--- src/rtl/candy_key_decoder_pkg.sv ---
// Shared key indices and event codes for the candy vending input path.
// Used by the key decoder and the vending FSM that consumes its events.
package candy_key_decoder_pkg;

  localparam int NKEYS       = 6;
  localparam int KEY_COIN100 = 5;
  localparam int KEY_COIN50  = 4;
  localparam int KEY_CANDY   = 3;
  localparam int KEY_REFUND  = 2;

  localparam logic [1:0] COIN_NONE = 2'b00;
  localparam logic [1:0] COIN_50   = 2'b01;
  localparam logic [1:0] COIN_100  = 2'b10;

  localparam logic [1:0] BTN_NONE   = 2'b00;
  localparam logic [1:0] BTN_CANDY  = 2'b01;
  localparam logic [1:0] BTN_REFUND = 2'b10;

endpackage

--- src/rtl/candy_key_decoder_debounce.sv ---
// Single-key 2-flop synchroniser, debounce counter and debounced level.
// Ports: clk, reset (sync, active-high), key_i raw key, deb_o debounced level.
module candy_key_debounce #(
  parameter int DEBOUNCE_CYCLES = 1000,
  parameter int CNT_W           = 10
) (
  input  logic clk,
  input  logic reset,
  input  logic key_i,
  output logic deb_o
);

  localparam logic [CNT_W-1:0] CNT_MAX = CNT_W'(DEBOUNCE_CYCLES - 1);

  logic             s1_q, s2_q;
  logic             deb_q, deb_d;
  logic [CNT_W-1:0] cnt_q, cnt_d;

  // Any sample equal to the current level restarts the count, so
  // only an unbroken run of differing samples flips the level.
  always_comb begin
    deb_d = deb_q;
    cnt_d = '0;
    if (s2_q != deb_q) begin
      if (cnt_q == CNT_MAX) begin
        deb_d = s2_q;
      end else begin
        cnt_d = cnt_q + 1'b1;
      end
    end
  end

  always_ff @(posedge clk) begin
    if (reset) begin
      s1_q  <= 1'b0;
      s2_q  <= 1'b0;
      deb_q <= 1'b0;
      cnt_q <= '0;
    end else begin
      s1_q  <= key_i;
      s2_q  <= s1_q;
      deb_q <= deb_d;
      cnt_q <= cnt_d;
    end
  end

  assign deb_o = deb_q;

endmodule

--- src/rtl/candy_key_decoder.sv ---
// Key input stage: per-key debounce, press detect, priority issue.
// Ports: clk, reset, key_in[5:0] raw; coin/btn one-cycle events; key_level.
module candy_key_decoder
  import candy_key_decoder_pkg::*;
#(
  parameter int DEBOUNCE_CYCLES = 1000,
  parameter int CNT_W           = 10
) (
  input  logic             clk,
  input  logic             reset,
  input  logic [NKEYS-1:0] key_in,
  output logic [1:0]       coin,
  output logic [1:0]       btn,
  output logic [NKEYS-1:0] key_level
);

  logic [NKEYS-1:0] deb;
  logic [5:2]       deb_d_q;
  logic [5:2]       pend_q, pend_d;
  logic [5:2]       rise, grant;
  logic [1:0]       coin_q, coin_d;
  logic [1:0]       btn_q, btn_d;

  for (genvar k = 0; k < NKEYS; k++) begin : g_key
    candy_key_debounce #(
      .DEBOUNCE_CYCLES(DEBOUNCE_CYCLES),
      .CNT_W          (CNT_W)
    ) u_deb (
      .clk  (clk),
      .reset(reset),
      .key_i(key_in[k]),
      .deb_o(deb[k])
    );
  end

  assign rise = deb[5:2] & ~deb_d_q;

  always_comb begin
    grant  = '0;
    coin_d = COIN_NONE;
    btn_d  = BTN_NONE;
    if (pend_q[KEY_COIN100]) begin
      grant[KEY_COIN100] = 1'b1;
      coin_d = COIN_100;
    end else if (pend_q[KEY_COIN50]) begin
      grant[KEY_COIN50] = 1'b1;
      coin_d = COIN_50;
    end else if (pend_q[KEY_CANDY]) begin
      grant[KEY_CANDY] = 1'b1;
      btn_d = BTN_CANDY;
    end else if (pend_q[KEY_REFUND]) begin
      grant[KEY_REFUND] = 1'b1;
      btn_d = BTN_REFUND;
    end
  end

  // A press on an already pending key merges into the same flag.
  assign pend_d = (pend_q & ~grant) | rise;

  always_ff @(posedge clk) begin
    if (reset) begin
      deb_d_q <= '0;
      pend_q  <= '0;
      coin_q  <= COIN_NONE;
      btn_q   <= BTN_NONE;
    end else begin
      deb_d_q <= deb[5:2];
      pend_q  <= pend_d;
      coin_q  <= coin_d;
      btn_q   <= btn_d;
    end
  end

  assign coin      = coin_q;
  assign btn       = btn_q;
  assign key_level = deb;

endmodule
--- config.mk ---
export PLATFORM = sky130hd
export DESIGN_NAME = candy_key_decoder
export DESIGN_NICKNAME = d
export VERILOG_FILES = /design/src/rtl/candy_key_decoder_pkg.sv /design/src/rtl/candy_key_decoder_debounce.sv /design/src/rtl/candy_key_decoder.sv
export SDC_FILE = /design/constraint.sdc
export NUM_CORES = 1
export LEC_CHECK = 0
export CORE_UTILIZATION = 34
export DETAILED_ROUTE_END_ITERATION = 12
export SLEW_MARGIN = 5
export SYNTH_ARGS = -nofsm -noshare
export SYNTH_HDL_FRONTEND = slang
export SYNTH_HIERARCHICAL = 1
export SYNTH_SLANG_ARGS = --single-unit
--- constraint.sdc ---
create_clock -name clk -period 1.63 [get_ports clk]
set_clock_uncertainty 0.05 [all_clocks]
set_input_delay 0.326 -clock clk [delete_from_list [all_inputs] [get_ports clk]]
set_output_delay 0.326 -clock clk [all_outputs]
set_load 0.005 [all_outputs]
# Word-level counts from Yosys, hierarchy flattened
# Index checks and enable logic that the tools add are counted.
[op_classes] eq_ne=12 n_reduce_logical=15 n_lt_le_gt_ge=0 bitwise=11 multipliers=0 add_sub_neg=6 n_div=0 n_shift=0 mux=11
[ops] cell="$add 10x1->10 const B" n=6
[ops] cell="$eq 10x10->1 const B" n=6
[ops] cell="$reduce_or 3->1" n=7
[ops] cell="$reduce_and 2->1" n=6
[ops] cell="$and 4x4->4" n=2
[ops] cell="$not 4->4" n=2
[ops] cell="$mux 1" n=7
[ops] cell="$mux 2" n=3
[ops] cell="$ne 1x1->1" n=6
[ops] cell="$not 1->1" n=6
[ops] cell="$or 4x4->4" n=1
[ops] cell="$reduce_or 4->1" n=1
[ops] cell="$mux 3" n=1
[ops] cell="$reduce_or 2->1" n=1
[totals] output_inout_bits=10 in_bits=8 latchBits=0 n_memories=0 elab_cells=85 reg_bits=90 rom_bits=0 mem_bits_rw=0

# Logic depth before layout (Yosys ltp)
[logic_depth] ltp_word=7 ltp_mapped=4 mapped_depth_nobuf=4

# Hierarchy
# The synthesis kept the hierarchy.
[by_module_without_submodules] module="candy_key_debounce" area_each_um2=543.0 cells_per_inst=59 n_inst=6 seq_area_each_um2=260.2
[by_module_without_submodules] module="candy_key_decoder" area_each_um2=382.9 cells_per_inst=32 n_inst=1 seq_area_each_um2=240.2

# Worst setup path before layout
# OpenSTA, ideal clock, no wires.
[synth_path] path_type="reg-to-reg" startpoint="register g_key[0].u_deb.cnt_q[0]" endpoint="register g_key[0].u_deb.deb_q" path_buffers=0 setup_ns=0.070 required_time_ns=1.510 path_slack_ns=0.168 period_less_slack_ns=1.462 path_stages_with_launch=5 t_arrival_ns=1.342 cell_sequence="dfxtp_1 -> ha_1 -> nand4bb_1 -> or4_1 -> a21oi_1"
[synth_between] elab_chain_len=2
[synth_lines] element="start: declaration" line="candy_key_decoder_debounce.sv:17" rtl="logic [CNT_W-1:0] cnt_q, cnt_d;"
[synth_lines] element="start signal: assignment" line="candy_key_decoder_debounce.sv:43" rtl="cnt_q <= cnt_d;"
[synth_lines] element="$eq 10x10->1" line="candy_key_decoder_debounce.sv:25" rtl="if (cnt_q == CNT_MAX) begin"
[synth_lines] element="$reduce_and 2->1 (no line)"
[synth_lines] element="end signal: assignment" line="candy_key_decoder_debounce.sv:37" rtl="deb_q <= 1'b0;"
[synth_lines] element="end signal: assignment" line="candy_key_decoder_debounce.sv:42" rtl="deb_q <= deb_d;"
[synth_lines] element="end: declaration" line="candy_key_decoder_debounce.sv:16" rtl="logic deb_q, deb_d;"
# Every way passes these cells.
# A chain may end at the register's enable or synchronous reset.

# Worst setup path in the final report
[layout_path] startpoint="register g_key[5].u_deb.deb_q" endpoint="output port key_level[5]"
[layout_rtl] element="start: declaration" line="candy_key_decoder_debounce.sv:16"
[layout_rtl] element="start signal: assignment" line="candy_key_decoder_debounce.sv:37"
[layout_rtl] element="start signal: assignment" line="candy_key_decoder_debounce.sv:42"
[layout_rtl] element="end: declaration" line="candy_key_decoder.sv:14" rtl="output logic [NKEYS-1:0] key_level"
# No word-level cell between the ends.

==> flow_metrics.env <==
export IMPL_run_status="finished, final reports clean"
export IMPL_numCtsBuffers=9
export IMPL_route_antenna_remaining_nets=0
export IMPL_min_delay_path_depth=1
export IMPL_startpoint_type="flip-flop"
export IMPL_drtIter0Drc=80
export IMPL_drc=0
export IMPL_clock_path_buffers=2
export IMPL_fin_crit_sh=0.9740
export IMPL_synth_top_area_share=0.4948
export IMPL_holdPathEnd="pend_q[5]"
export IMPL_slowest_stage="clkdlybuf4s50_1"
export IMPL_rsz0062_at_grt="yes"
export IMPL_cellLeakagePower_nw=1.442
export IMPL_worstPathRequired_ns=1.25
export IMPL_crit_cells=1
export IMPL_gp_congestion=0.7130
export IMPL_period_needed_ns=1.588
export IMPL_grt_use_met2=0.2129
export IMPL_syn_area_per_cell_um2=9.433
export IMPL_diodes=0
export IMPL_finalSetupViolCount=0
export IMPL_ff2ff_setup_slack_ns=0.06
export IMPL_finalMaxSlewViolations=0
export IMPL_synth_area_mm2=0.003641
export IMPL_peakVddDrop_mv=0.4168
export IMPL_worstPathArrival_ns=1.21
export IMPL_root_buffer="clkbuf_8"
export IMPL_synth_cell_types=26
export IMPL_grt_pass1_wl_mm=11.07
export IMPL_synthTopCellsByArea="dfxtp_1 (49%), a21oi_1 (4.5%), xor2_1 (4.3%)"
export IMPL_crit_type="flip-flop to primary output"
export IMPL_syn_nets=400
export IMPL_power_density_mw_per_mm2=823.1
export IMPL_gr_usage_met3=0.03525
export IMPL_holdWs_ns=0.3392
export IMPL_clkTransAtPathRegs_ns=0.08
export IMPL_std_cell_rows=37
export IMPL_die_area_mm2=0.01113
export IMPL_worst_pin_slew_ns=0.2600
export IMPL_slew_headroom=0.8252
export IMPL_ys_ff_latch=90
export IMPL_netlist_top_cells_count="dfxtp_1 (90), nor2_1 (36), a21oi_1 (33)"
export IMPL_track_usage=0.1222
export IMPL_grt_busiest_layer="met2"
export IMPL_fin_util=0.4269
export IMPL_dieHeight_um=105.5
export IMPL_synth_seq_area_share=0.4948
export IMPL_io_buffers=17
export IMPL_core_area_mm2=0.01037
export IMPL_routed_via_density=4.917
export IMPL_clk_latency_ns=0.35
export IMPL_grt_max_degree=19
export IMPL_dp_hpwl_mm=4.566
export IMPL_synth_most_common_cell="dfxtp_1"
export IMPL_drv_cap=0
export IMPL_timing_rr_start="g_key[5].u_deb/cnt_q[1]"
export IMPL_grt_use_met1=0.1402
export IMPL_power_mw=3.644
export IMPL_synth_cells=386
export IMPL_initial_core_util=0.3511
export IMPL_io_pins=18
export IMPL_finalSetupTns_ns=0
export IMPL_drive_above_1_share=0.1558
export IMPL_antenna_found_initial=0
export IMPL_reg2reg_depth=6
export IMPL_cts_hold_buf=0
export IMPL_max_freq_mhz=629.9
export IMPL_yosys_warnings=6
export IMPL_dr_total_vias=2847
export IMPL_synthArstFlopShare=0
export IMPL_synth_top_flop_cell="dfxtp_1"
export IMPL_grt_pass1_vias=2624
export IMPL_critPathTopFamily="buffers and inverters"
export IMPL_hold_viol=0
export IMPL_path_buf_inv=1
export IMPL_endpoint_kind="primary output"
export IMPL_synth_top_cell_by_area="dfxtp_1"
export IMPL_drt_pass1_iter_count=4
export IMPL_path_cells="clkdlybuf4s50_1"
export IMPL_hold_path_startpoint="deb_d_q[5]"
export IMPL_cts_max_level=3
export IMPL_finalWirelength_mm=6.653
export IMPL_routedWlPerCell_um=11.49
export IMPL_cts_num_sinks=90
export IMPL_syn2layout_area_growth_pct=21.58
export IMPL_fp_dieW_um=105.5
export IMPL_cts_tree="yes"
export IMPL_hold_class="flip-flop to flip-flop"
export IMPL_final_nets=453
export IMPL_r2r_end="g_key[5].u_deb/cnt_q[8]"
export IMPL_cpPeakStageDelay_ns=0.50
export IMPL_grt_ovfl_total=0
export IMPL_synth_edf_count=0
export IMPL_nFillCells=1030
export IMPL_crit_fanout=4
[sequential cells by signal (all words and copies together), names as in the netlist]
name / cells
g_key.u_deb/s1_q: 6
g_key.u_deb/s2_q: 6
btn: 2
deb_d_q: 4
g_key.u_deb/deb_o: 6
g_key.u_deb/cnt_q: 60
coin: 2
pend_q: 4
[power breakdown]
part	switching, mW	internal (mW)
sequential	0.00855	2.21
combinational	0.0459	0.0498
clock	0.711	0.622
[layout by cell type (no fill, tap or decap), types with 2 or more instances in the layout]
master	instances
dfxtp_1	84
nor2_1	36
a21oi_1	33
nand2_1	31
buf_4	25
o21ai_0	19
o31ai_1	19
inv_1	18
xor2_1	18
or4_1	18
or3_1	18
clkdlybuf4s50_1	15
nor2b_1	13
nand3_1	12
clkbuf_8	11
clkinv_1	6
nand4_1	6
o311ai_2	6
nand3_2	6
xnor2_1	6
a221oi_1	6
and2b_2	5
dfxtp_4	5
nand2b_1	4
nand4bb_1	4
clkinv_2	3
ha_1	3
ha_2	2
nand4bb_4	2
dlymetal6s2s_1	2
[cells by family after synthesis]
family	count (synthesis)	share of synthesized area
AO/OA/AOI/OAI	83	0.1519
XOR/XNOR	24	0.05773
adder cells (fa/ha/maj)	6	0.02062
buffers and inverters	25	0.02680
flip-flops	90	0.4948
AND/OR/NAND/NOR	158	0.2481
[metrics by stage]
| step | cells | cell area, um^2 | worst slack, ns |
|---|---|---|---|
| 2_1_floorplan | 386 | 3641 | 0.1681 |
| 5_1_grt | 579 | 4427 | -0.03339 |
| 3_5_place_dp | 555 | 4114 | 0.04571 |
| 4_1_cts | 570 | 4299 | 0.0005580 |
| 3_3_place_gp | 555 | 4114 | 0.05100 |
| 6_report | 579 | 4427 | 0.04235 |
[metal layers]
metal,routed length [um],up-vias
li1,-,1493
met1,3126,1321
met2,3255,24
met3,183,9
met4,88,0
met5,0,-
[area by class of cell]
type / count / area (um^2) / area share
flip-flops and latches: 90 / 1822 / 0.4115
multi-input cells: 271 / 1792 / 0.4047
repair buffers: 43 / 382.9 / 0.08649
well taps: 136 / 170.2 / 0.03844
clock buffers: 12 / 155.1 / 0.03505
inverters: 24 / 90.09 / 0.02035
clock inverters: 3 / 15.01 / 0.003392
[worst max path at each step]
| stage | start | end |
|---|---|---|
| 2_1_floorplan | g_key[0].u_deb/cnt_q[0] | g_key[0].u_deb/deb_o |
| 3_3_place_gp | reset | deb_d_q[2] |
| 3_5_place_dp | reset | deb_d_q[2] |
| 4_1_cts | g_key[4].u_deb/deb_o | key_level[4] |
| 5_1_grt | g_key[5].u_deb/cnt_q[1] | g_key[5].u_deb/deb_o |
| 6_report | g_key[5].u_deb/deb_o | key_level[5] |
[repair_timing]
action,4_1_cts,5_1_grt
setup endpoints to repair,6,19
gates resized for setup,9,10
buffers inserted,0,9
(Power assumes the default switching activity.)
